File: config.mk
export PLATFORM = sky130hd
export DESIGN_NAME = hazard_ctrl
export DESIGN_NICKNAME = d
export VERILOG_FILES = /design/src/rtl/hazard_pkg.sv /design/src/rtl/hazard_ctrl_fwd_sel.sv /design/src/rtl/hazard_ctrl.sv
export SDC_FILE = /design/constraint.sdc
export NUM_CORES = 1
export LEC_CHECK = 0
export ABC_AREA = 1
export CAP_MARGIN = 0
export CORE_MARGIN = 2
export CORE_UTILIZATION = 38
export CTS_CLUSTER_DIAMETER = 40
export DETAILED_ROUTE_END_ITERATION = 6
export PLACE_DENSITY = 0.7
export SYNTH_ARGS = -nofsm -noshare
export SYNTH_HDL_FRONTEND = slang
export SYNTH_HIERARCHICAL = 1
export SYNTH_SLANG_ARGS = --single-unit
File: constraint.sdc
create_clock -name CLK -period 2.7 [get_ports CLK]
set_input_delay 0.54 -clock CLK [delete_from_list [all_inputs] [get_ports CLK]]
set_output_delay 0.54 -clock CLK [all_outputs]
set_load 0.02 [all_outputs]
File: src/rtl/hazard_pkg.sv
`default_nettype none
// ============================================================================
// Module   : hazard_pkg
// Purpose  : Shared types and encodings for the hazard_ctrl pipeline control.
// Revision : 1.0 - initial release
// ============================================================================
package hazard_pkg;

    typedef enum logic [1:0] {
        RUN        = 2'd0,
        LOAD_STALL = 2'd1,
        MEM_WAIT   = 2'd2,
        FLUSH      = 2'd3
    } state_t;

    localparam logic [1:0] FWD_BANK     = 2'b00;
    localparam logic [1:0] FWD_EX       = 2'b01;
    localparam logic [1:0] FWD_WB       = 2'b10;

    localparam logic [1:0] MXRB_DM      = 2'b01;

    // ALU opcode the bubbled EX/MEM slot carries
    localparam logic [4:0] OP_ALU_PASSB = 5'b10011;

endpackage : hazard_pkg
`default_nettype wire

File: src/rtl/hazard_ctrl_fwd_sel.sv
`default_nettype none
// ============================================================================
// Module   : fwd_sel
// Purpose  : RAW comparators and EX-over-WB forwarding priority for one
//            source operand.
// Revision : 1.0 - initial release
// ============================================================================
module fwd_sel
    import hazard_pkg::*;
#(
    parameter int REG_AW = 4
) (
    input  logic              i_use,
    input  logic [REG_AW-1:0] i_ra,
    input  logic [REG_AW-1:0] i_ex_wc,
    input  logic              i_ex_w_rb,
    input  logic              i_ex_is_load,
    input  logic [REG_AW-1:0] i_wb_wc,
    input  logic              i_wb_w_rb,
    output logic              o_raw_ex,
    output logic              o_raw_wb,
    output logic [1:0]        o_fwd
);

    assign o_raw_ex = i_use & (i_ra == i_ex_wc) & i_ex_w_rb;
    assign o_raw_wb = i_use & (i_ra == i_wb_wc) & i_wb_w_rb;

    // A load in EX has no result yet, so only WB can supply the operand
    always_comb begin
        o_fwd = FWD_BANK;
        if (o_raw_ex && !i_ex_is_load) begin
            o_fwd = FWD_EX;
        end else if (o_raw_wb) begin
            o_fwd = FWD_WB;
        end
    end

endmodule : fwd_sel
`default_nettype wire

File: src/rtl/hazard_ctrl.sv
`default_nettype none
// ============================================================================
// Module   : hazard_ctrl
// Purpose  : Stall/flush/forwarding control for the IF/ID -> EX/MEM boundary.
//            FORWARDING_EN selects operand forwarding; without it every RAW
//            hazard stalls until the writer retires.
// Revision : 1.0 - initial release
// ============================================================================
module hazard_ctrl
    import hazard_pkg::*;
#(
    parameter int REG_AW   = 4,
    parameter int STALL_CW = 8
) (
    input  logic                CLK,
    input  logic                RESET,
    input  logic [REG_AW-1:0]   id_RA,
    input  logic [REG_AW-1:0]   id_RB,
    input  logic                id_USE_RA,
    input  logic                id_USE_RB,
    input  logic [REG_AW-1:0]   ex_WC,
    input  logic                ex_W_RB,
    input  logic [1:0]          ex_S_MXRB,
    input  logic                ex_W_DM,
    input  logic                ex_BR_TAKEN,
    input  logic                dm_READY,
    input  logic [REG_AW-1:0]   wb_WC,
    input  logic                wb_W_RB,
    output logic                PC_ENABLE,
    output logic                IFID_ENABLE,
    output logic                BUBBLE,
    output logic                FLUSH,
    output logic [1:0]          FWD_A,
    output logic [1:0]          FWD_B,
    output logic [STALL_CW-1:0] STALL_CNT
);

    state_t              r_state;
    state_t              w_next;
    logic [STALL_CW-1:0] r_stall_cnt;

    logic w_ex_is_load;
    logic w_ex_mem;
    logic w_raw_ex_a, w_raw_ex_b;
    logic w_raw_wb_a, w_raw_wb_b;
    logic [1:0] w_fwd_a, w_fwd_b;
    logic w_pc_en, w_ifid_en, w_bubble, w_flush;

    assign w_ex_is_load = ex_W_RB & (ex_S_MXRB == MXRB_DM);
    assign w_ex_mem     = w_ex_is_load | ex_W_DM;

    fwd_sel #(.REG_AW(REG_AW)) u_fwd_a (
        .i_use        (id_USE_RA),
        .i_ra         (id_RA),
        .i_ex_wc      (ex_WC),
        .i_ex_w_rb    (ex_W_RB),
        .i_ex_is_load (w_ex_is_load),
        .i_wb_wc      (wb_WC),
        .i_wb_w_rb    (wb_W_RB),
        .o_raw_ex     (w_raw_ex_a),
        .o_raw_wb     (w_raw_wb_a),
        .o_fwd        (w_fwd_a)
    );

    fwd_sel #(.REG_AW(REG_AW)) u_fwd_b (
        .i_use        (id_USE_RB),
        .i_ra         (id_RB),
        .i_ex_wc      (ex_WC),
        .i_ex_w_rb    (ex_W_RB),
        .i_ex_is_load (w_ex_is_load),
        .i_wb_wc      (wb_WC),
        .i_wb_w_rb    (wb_W_RB),
        .o_raw_ex     (w_raw_ex_b),
        .o_raw_wb     (w_raw_wb_b),
        .o_fwd        (w_fwd_b)
    );

    always_ff @(posedge CLK) begin
        if (RESET) begin
            r_state <= hazard_pkg::RUN;
        end else begin
            r_state <= w_next;
        end
    end

    always_comb begin
        w_next    = r_state;
        w_pc_en   = 1'b1;
        w_ifid_en = 1'b1;
        w_bubble  = 1'b0;
        w_flush   = 1'b0;
        case (r_state)
            hazard_pkg::RUN: begin
                if (w_ex_mem && !dm_READY) begin
                    w_next    = hazard_pkg::MEM_WAIT;
                    w_pc_en   = 1'b0;
                    w_ifid_en = 1'b0;
                end else if (ex_BR_TAKEN) begin
                    w_next   = hazard_pkg::FLUSH;
                    w_bubble = 1'b1;
                    w_flush  = 1'b1;
`ifdef FORWARDING_EN
                end else if (w_ex_is_load && (w_raw_ex_a || w_raw_ex_b)) begin
                    w_next   = hazard_pkg::LOAD_STALL;
                    w_pc_en  = 1'b0;
                    w_bubble = 1'b1;
                end
`else
                end else if (w_raw_ex_a || w_raw_ex_b || w_raw_wb_a || w_raw_wb_b) begin
                    w_pc_en  = 1'b0;
                    w_bubble = 1'b1;
                end
`endif
            end
            hazard_pkg::LOAD_STALL: begin
                w_next = hazard_pkg::RUN;
            end
            hazard_pkg::MEM_WAIT: begin
                if (dm_READY) begin
                    w_next = hazard_pkg::RUN;
                end else begin
                    w_pc_en   = 1'b0;
                    w_ifid_en = 1'b0;
                end
            end
            hazard_pkg::FLUSH: begin
                w_next   = hazard_pkg::RUN;
                w_bubble = 1'b1;
                w_flush  = 1'b1;
            end
            default: begin
                w_next = hazard_pkg::RUN;
            end
        endcase
        // Reset overrides everything: hold the front end and feed NOPs
        if (RESET) begin
            w_pc_en   = 1'b0;
            w_ifid_en = 1'b0;
            w_bubble  = 1'b1;
            w_flush   = 1'b0;
        end
    end

    always_ff @(posedge CLK) begin
        if (RESET) begin
            r_stall_cnt <= '0;
        end else if (!w_pc_en && (r_stall_cnt != {STALL_CW{1'b1}})) begin
            r_stall_cnt <= r_stall_cnt + 1'b1;
        end
    end

    assign PC_ENABLE   = w_pc_en;
    assign IFID_ENABLE = w_ifid_en;
    assign BUBBLE      = w_bubble;
    assign FLUSH       = w_flush;
    assign STALL_CNT   = r_stall_cnt;

`ifdef FORWARDING_EN
    logic w_unused_raw_wb;
    assign w_unused_raw_wb = w_raw_wb_a | w_raw_wb_b;
    assign FWD_A = RESET ? FWD_BANK : w_fwd_a;
    assign FWD_B = RESET ? FWD_BANK : w_fwd_b;
`else
    logic w_unused_fwd;
    assign w_unused_fwd = ^{w_fwd_a, w_fwd_b};
    assign FWD_A = FWD_BANK;
    assign FWD_B = FWD_BANK;
`endif

endmodule : hazard_ctrl
`default_nettype wire

==> results of run 1 <==
[layout make-up]
cell class	count	area, µm²
Clock buffer	4	36.3
Fill cell	297	1240
Inverter	44	165
Multi-Input combinational cell	139	716
Sequential cell	10	200
Tap cell	31	38.8
Timing Repair Buffer	40	384
[tightest hold or removal path: cells and delay by family, from the launching register on]
family / cells / cell delay [ps]
simple gates: 1 / 70
flops: 1 / 330
compound gates: 1 / 50
[routing by layer]
metal,wire (µm),up-vias
li1,-,668
met1,1230,477
met2,1060,33
met3,160,0
met4,0,0
met5,0,-
[final timing paths]
| path | end | cells after the start |
|---|---|---|
| max | BUBBLE | 12 |
| min | r_state[0]$_SDFFE_PP0P_ | 2 |
| max reg2reg | STALL_CNT[0]$_SDFFE_PP0P_ | 10 |
| min reg2reg | r_state[0]$_SDFFE_PP0P_ | 2 |
[repair_timing]
action                                 in CTS  in global routing
gates resized for setup                     5                  4
setup endpoints to repair                   4                  3
endpoints found under the hold margin       0                  0
[metrics by stage]
| step | area [µm²] | hold WS (ps) | worst slack (ps) | TNS, ps |
|---|---|---|---|---|
| global route | 1540 | 534 | 9.84 | 0 |
| detailed placement | 1520 | 483 | -266 | -661 |
| CTS | 1550 | 493 | 16.1 | 0 |
| floorplan | 1130 | 451 | 666 | 0 |
| finish | 1540 | 489 | 166 | 0 |
| global placement | 1520 | 478 | -271 | -637 |
[sequential cells by signal, summed over array words and instances (netlist names)]
| signal | cells |
|---|---|
| STALL_CNT | 8 |
| r_state | 2 |
[power groups by stage]
stage | clock [mW] | sequential (mW) | combinational, mW
after floorplan | 0 | 0.184 | 0.169
after global placement | 0 | 0.177 | 0.275
after detailed placement | 0 | 0.176 | 0.276
after CTS | 0.144 | 0.173 | 0.271
after global routing | 0.149 | 0.175 | 0.301
final | 0.138 | 0.173 | 0.266
==> results by group, run 1 <==
Run status
  – Status: finished, final reports clean

Global route
  – Met3 Use GR: under 10%
  – Global-route wire length before repair: between 4000 and 5000 µm
  – Antenna violations before repair: 0
  – Gr ovfl total: 0
  – Gr usage total: between 10% and 20%
  – Grt met2 use: a little over a quarter
  – Top Usage Layer GRT: met2
  – Largest net degree at the start of global routing: 17
  – Vias in the first global route: approximately 1,000
  – GR Util met1: 19.8%

Clock tree
  – Clock Latency Late Sink: between 200 and 300 ps
  – CTS tree: yes
  – Max clock buf depth: 2
  – Cts hold-fix bufs: 0
  – Root Buffer: clkbuf_4
  – # H-tree levels: 1
  – # clock sinks: 10
  – Clock-pin slew on the worst setup and hold paths: approximately 60 ps
  – Total CTS buffers: 3
  – Post-CTS setup buffers: 0

Setup path
  – CP bufs+invs: 3
  – Cell Chain, Critical Path: clkdlybuf4s50_1 -> inv_1 -> nand2_1 -> nand2_1 -> nor2_2 -> nand2_2 -> nor2_4 -> nor2_1 -> a21oi_1 -> o21bai_1 -> nand2_1 -> clkbuf_2
  – Crit path kind: primary input to primary output
  – Crit path DAT: roughly 2000 ps
  – Worst Setup SP: wb_WC[2]
  – R2R setup slack: 1170 ps
  – Crit path max-delay family: buffers and inverters
  – CP max FO: 4
  – Slowest-stage cell, CP: clkdlybuf4s50_1
  – R2r startpoint: r_state[0]$_SDFFE_PP0P_
  – CP dominant cell by count: nand2_1
  – Critical path capture point type: primary output
  – CP peak stage delay: 530 ps
  – Worst Setup Start Kind: primary input
  – Critical Path RT: 2160 ps

Route
  – Vias: between 1,000 and 1,500
  – 1st-pass router iterations: 4
  – Post-DRT Antenna Nets: 0
  – WL per Instance: 9.15 µm
  – Vias per inst: around 4.4
  – Initial drt markers: 48
  – WL final: between 2000 and 2500 µm
  – DRC: 0

Timing
  – # setup viols final: 0
  – Fin. Hold Viols: 0
  – Unrepaired setup endpoints after global routing: no
  – Min Clock Period, post-route: approximately 2500 ps
  – Fin crit share: 93.9%
  – Skew final: a little under 8 ps
  – Achievable Freq: slightly below 400 MHz
  – Final Slew Violations: 0

Floorplanning
  – Initial Utilization: 40.1%
  – Die Width: roughly 58 µm
  – Die Ht: around 58 µm
  – I/O pin total: 43
  – FP Rows: 19
  – Core box area: 0.00278 mm²
  – Die area: between 0.003 and 0.004 mm²

Finish
  – Final Core Density: between 50% and 60%
  – Commonest non-fill, non-tap cell in the layout: nand2_1
  – Ant diodes: 0
  – Most frequent cells in the layout: nand2_1 (59), inv_1 (37), clkdlybuf4s50_1 (34)
  – Final net count: between 200 and 300
  – Layout Cells excl Fill: 268
  – Layout cells sized above 1: about 15%
  – Synth-to-layout area growth: 38.0%

Flow run
  – Max Cap Violations: 0

Synth
  – Cells after Synth: ~200
  – YS warnings: 6
  – Synthesized area per cell: ~5.7 µm²
  – Synthesized area: roughly 0.0011 mm²

Power
  – Leakage power: 0.813 nW
  – Worst IR drop on VDD: around 0.36 mV
  – Int Power: 0.360 mW
  – Logic pwr share: between 40% and 50%
  – Flop pwr share: a little under a third
  – Power per cell area: roughly 380 mW/mm²
  – Psw: between 0.2 and 0.25 mW
  – Switching Share: ~38%
  – PnR Total Power: slightly below 0.6 mW
  – Clock power frac: between 20% and 30%

Place
  – PortBufs: 38
  – Gpl congestion: ~0.80
  – Hpwl dp: between 2000 and 2500 µm
  – DP Cell Count: approximately 260

Min path
  – Hold Startpoint: r_state[0]$_SDFFE_PP0P_
  – Worst hold path type: register to register
Power figures use the tool's default switching activity.
==> run 2: changes to the inputs <==
Settings changed: ABC_CLOCK_PERIOD_IN_PS from default to 2700, SKIP_CTS_REPAIR_TIMING from default to 1.
==> run 2 against run 1 <==
  * Routed wire length down 0.12%
  * Utilization rose by 0.22 points
  * Sequential cell count did not move
  * Non-clock buffer count unchanged
  * Sequential power about the same
  * Global-route usage about the same
  * Largest cell class unchanged
  * Combinational power barely moved
==> results by group, run 2 (same netlist as run 1, synthesis figures left out) <==
Run status
  – Status: finished, final reports clean

Power
  – PnR Total Power: 0.580 mW (+0.32%)
  – Flop pwr share: 29.9% (about the same)
  – Worst IR drop on VDD: 0.356 mV (about the same)
  – Clock power frac: 23.9% (about the same)
  – Psw: 0.218 mW (about the same)
  – Leakage power: 0.838 nW (+3.1%)
  – Int Power: 0.362 mW (+0.53%)
  – Power per cell area: 375 mW/mm² (about the same)
  – Switching Share: 37.5% (-0.13 points)
  – Logic pwr share: 46.3% (+0.2 points)

Clock tree
  – Total CTS buffers: 3 (unchanged)
  – Clock-pin slew on the worst setup and hold paths: 60 ps (about the same)
  – # H-tree levels: 1 (unchanged)
  – CTS tree: yes
  – Clock Latency Late Sink: 270 ps (about the same)
  – Root Buffer: clkbuf_4
  – Max clock buf depth: 2 (unchanged)
  – # clock sinks: 10 (unchanged)

Route
  – Vias: 1,178 (unchanged)
  – Vias per inst: 4.40 (unchanged)
  – WL per Instance: 9.13 µm (-0.12%)
  – DRC: 0 (unchanged)
  – Initial drt markers: 48 (unchanged)
  – 1st-pass router iterations: 4 (unchanged)
  – WL final: 2450 µm (-0.12%)
  – Post-DRT Antenna Nets: 0 (unchanged)

Global route
  – Gr usage total: 15.4% (+0.046 points)
  – Gr ovfl total: 0 (unchanged)
  – Antenna violations before repair: 0 (unchanged)
  – Vias in the first global route: 1,025 (+0.59%)
  – Global-route wire length before repair: 4170 µm (+0.34%)
  – Largest net degree at the start of global routing: 17 (unchanged)

Place
  – DP Worst Slack: -266 ps (unchanged)
  – Cell Area, Placed: 0.00152 mm² (unchanged)
  – Gpl congestion: 0.801 (unchanged)
  – DP Cell Count: 264 (unchanged)
  – PortBufs: 38 (unchanged)
  – Hpwl dp: 2020 µm (unchanged)

Finish
  – Largest register FFs: 8 (unchanged)
  – Final net count: 269 (unchanged)
  – Ant diodes: 0 (unchanged)
  – Layout Cells excl Fill: 268 (unchanged)
  – Final-layout fill cell count: 295 (-0.67%)
  – Synth-to-layout area growth: 38.6%
  – Layout cells sized above 1: 15.2% (unchanged)
  – Most frequent cells in the layout: nand2_1 (59), inv_1 (37), clkdlybuf4s50_1 (34)
  – Cell area after layout: 0.00155 mm² (+0.41%)
  – Area of the multi-input gates: 716 µm² (unchanged)
  – Reg area: 200 µm² (unchanged)
  – Commonest non-fill, non-tap cell in the layout: nand2_1

Floorplanning
  – Die Width: 58.2 µm (unchanged)
  – Initial Utilization: 40.1% (unchanged)
  – Die Ht: 58.2 µm (unchanged)
  – Die area: 0.00339 mm² (unchanged)
  – FP Rows: 19 (unchanged)
  – I/O pin total: 43 (unchanged)
  – Core box area: 0.00278 mm² (unchanged)

Setup path
  – R2R setup slack: 1170 ps (about the same)
  – R2R Path End: STALL_CNT[0]$_SDFFE_PP0P_
  – Slowest-stage cell, CP: clkdlybuf4s50_1
  – Critical path endpoint: BUBBLE
  – Worst Setup Start Kind: primary input
  – Cell Chain, Critical Path: clkdlybuf4s50_1 -> inv_1 -> nand2_1 -> nand2_1 -> nor2_2 -> nand2_2 -> nor2_4 -> nor2_1 -> a21oi_1 -> o21bai_1 -> nand2_1 -> clkbuf_2
  – R2r startpoint: r_state[0]$_SDFFE_PP0P_
  – Critical Path RT: 2160 ps (about the same)
  – Critical path capture point type: primary output
  – CP dominant cell by count: nand2_1
  – CP peak stage delay: 530 ps (about the same)
  – Crit path DAT: 1990 ps (about the same)
  – CP max FO: 4 (unchanged)
  – Worst Setup SP: wb_WC[2]
  – R2R depth: 10 (unchanged)
  – Crit path kind: primary input to primary output

Timing
  – Min Clock Period, post-route: 2530 ps (+0.113 ps)
  – Unrepaired setup endpoints after global routing: no
  – Achievable Freq: 395 MHz (about the same)
  – Fin crit share: 93.9% (about the same)
  – Final Slew Violations: 0 (unchanged)
  – PnR worst setup slack: 166 ps (-0.113 ps)
  – Skew final: 7.86 ps (unchanged)
  – # setup viols final: 0 (unchanged)
  – Fin. Hold Viols: 0 (unchanged)

Min path
  – Worst hold path type: register to register

Flow run
  – Max Cap Violations: 0 (unchanged)
==> run 2: how the worst min path moves through the flow <==
| stage | startpoint | end | slack (ps) | cells past startpoint |
|---|---|---|---|---|
| final | r_state[0]$_SDFFE_PP0P_ | r_state[0]$_SDFFE_PP0P_ | 490 | 2 |
| after floorplan | r_state[0]$_SDFFE_PP0P_ | r_state[0]$_SDFFE_PP0P_ | 450 | 2 |
| after global placement | r_state[0]$_SDFFE_PP0P_ | r_state[0]$_SDFFE_PP0P_ | 480 | 2 |
| after CTS | r_state[0]$_SDFFE_PP0P_ | r_state[0]$_SDFFE_PP0P_ | 490 | 2 |
| after global routing | STALL_CNT[7]$_SDFFE_PP0P_ | STALL_CNT[7]$_SDFFE_PP0P_ | 530 | 2 |
| after detailed placement | r_state[0]$_SDFFE_PP0P_ | r_state[0]$_SDFFE_PP0P_ | 480 | 2 |
==> run 2: power by group through the flow <==
stage          sequential (mW)  combinational (mW)  clock, mW
2_1_floorplan            0.184               0.169          0
3_3_place_gp             0.177               0.275          0
3_5_place_dp             0.176               0.276          0
4_1_cts                  0.173               0.278      0.144
5_1_grt                  0.175               0.303      0.149
6_report                 0.173               0.268      0.138
==> run 2: per-stage QoR <==
stage                     utilization, %  setup TNS [ps]  hold slack (ps)
after floorplan                        -               0              451
after global placement              54.5            -637              478
after detailed placement            54.5            -661              483
after CTS                           55.8            -712              493
after global routing                55.6               0              534
final                               55.6               0              489
==> run 2: critical path, delay by kind of cell <==
family          cells  cell delay (ps)
compound gates      2              240
buf+inv             3              750
simple gates        7              460
==> run 2: final cells by class <==
class                      count  area share [%]
sequential                    10            12.9
inverter                      44            10.7
timing repair buffer          40            25.2
clock buffer                   4            2.35
multi-input combinational    139            46.3
tap                           31            2.51
==> run 2: per-layer routing <==
layer / up-vias / share of wire [%] / GRT usage (%)
met5: - / 0 / 0
met4: 0 / 0 / 3.99
met3: 0 / 6.7 / 2.68
met2: 33 / 43 / 26.5
met1: 477 / 50 / 19.9
li1: 668 / - / -
==> run 3: changes to the inputs <==
Settings changed: CAP_MARGIN 0 to default.
==> results of run 3 <==
No change in the layout: final DEF, timing and power equal those of run 2.
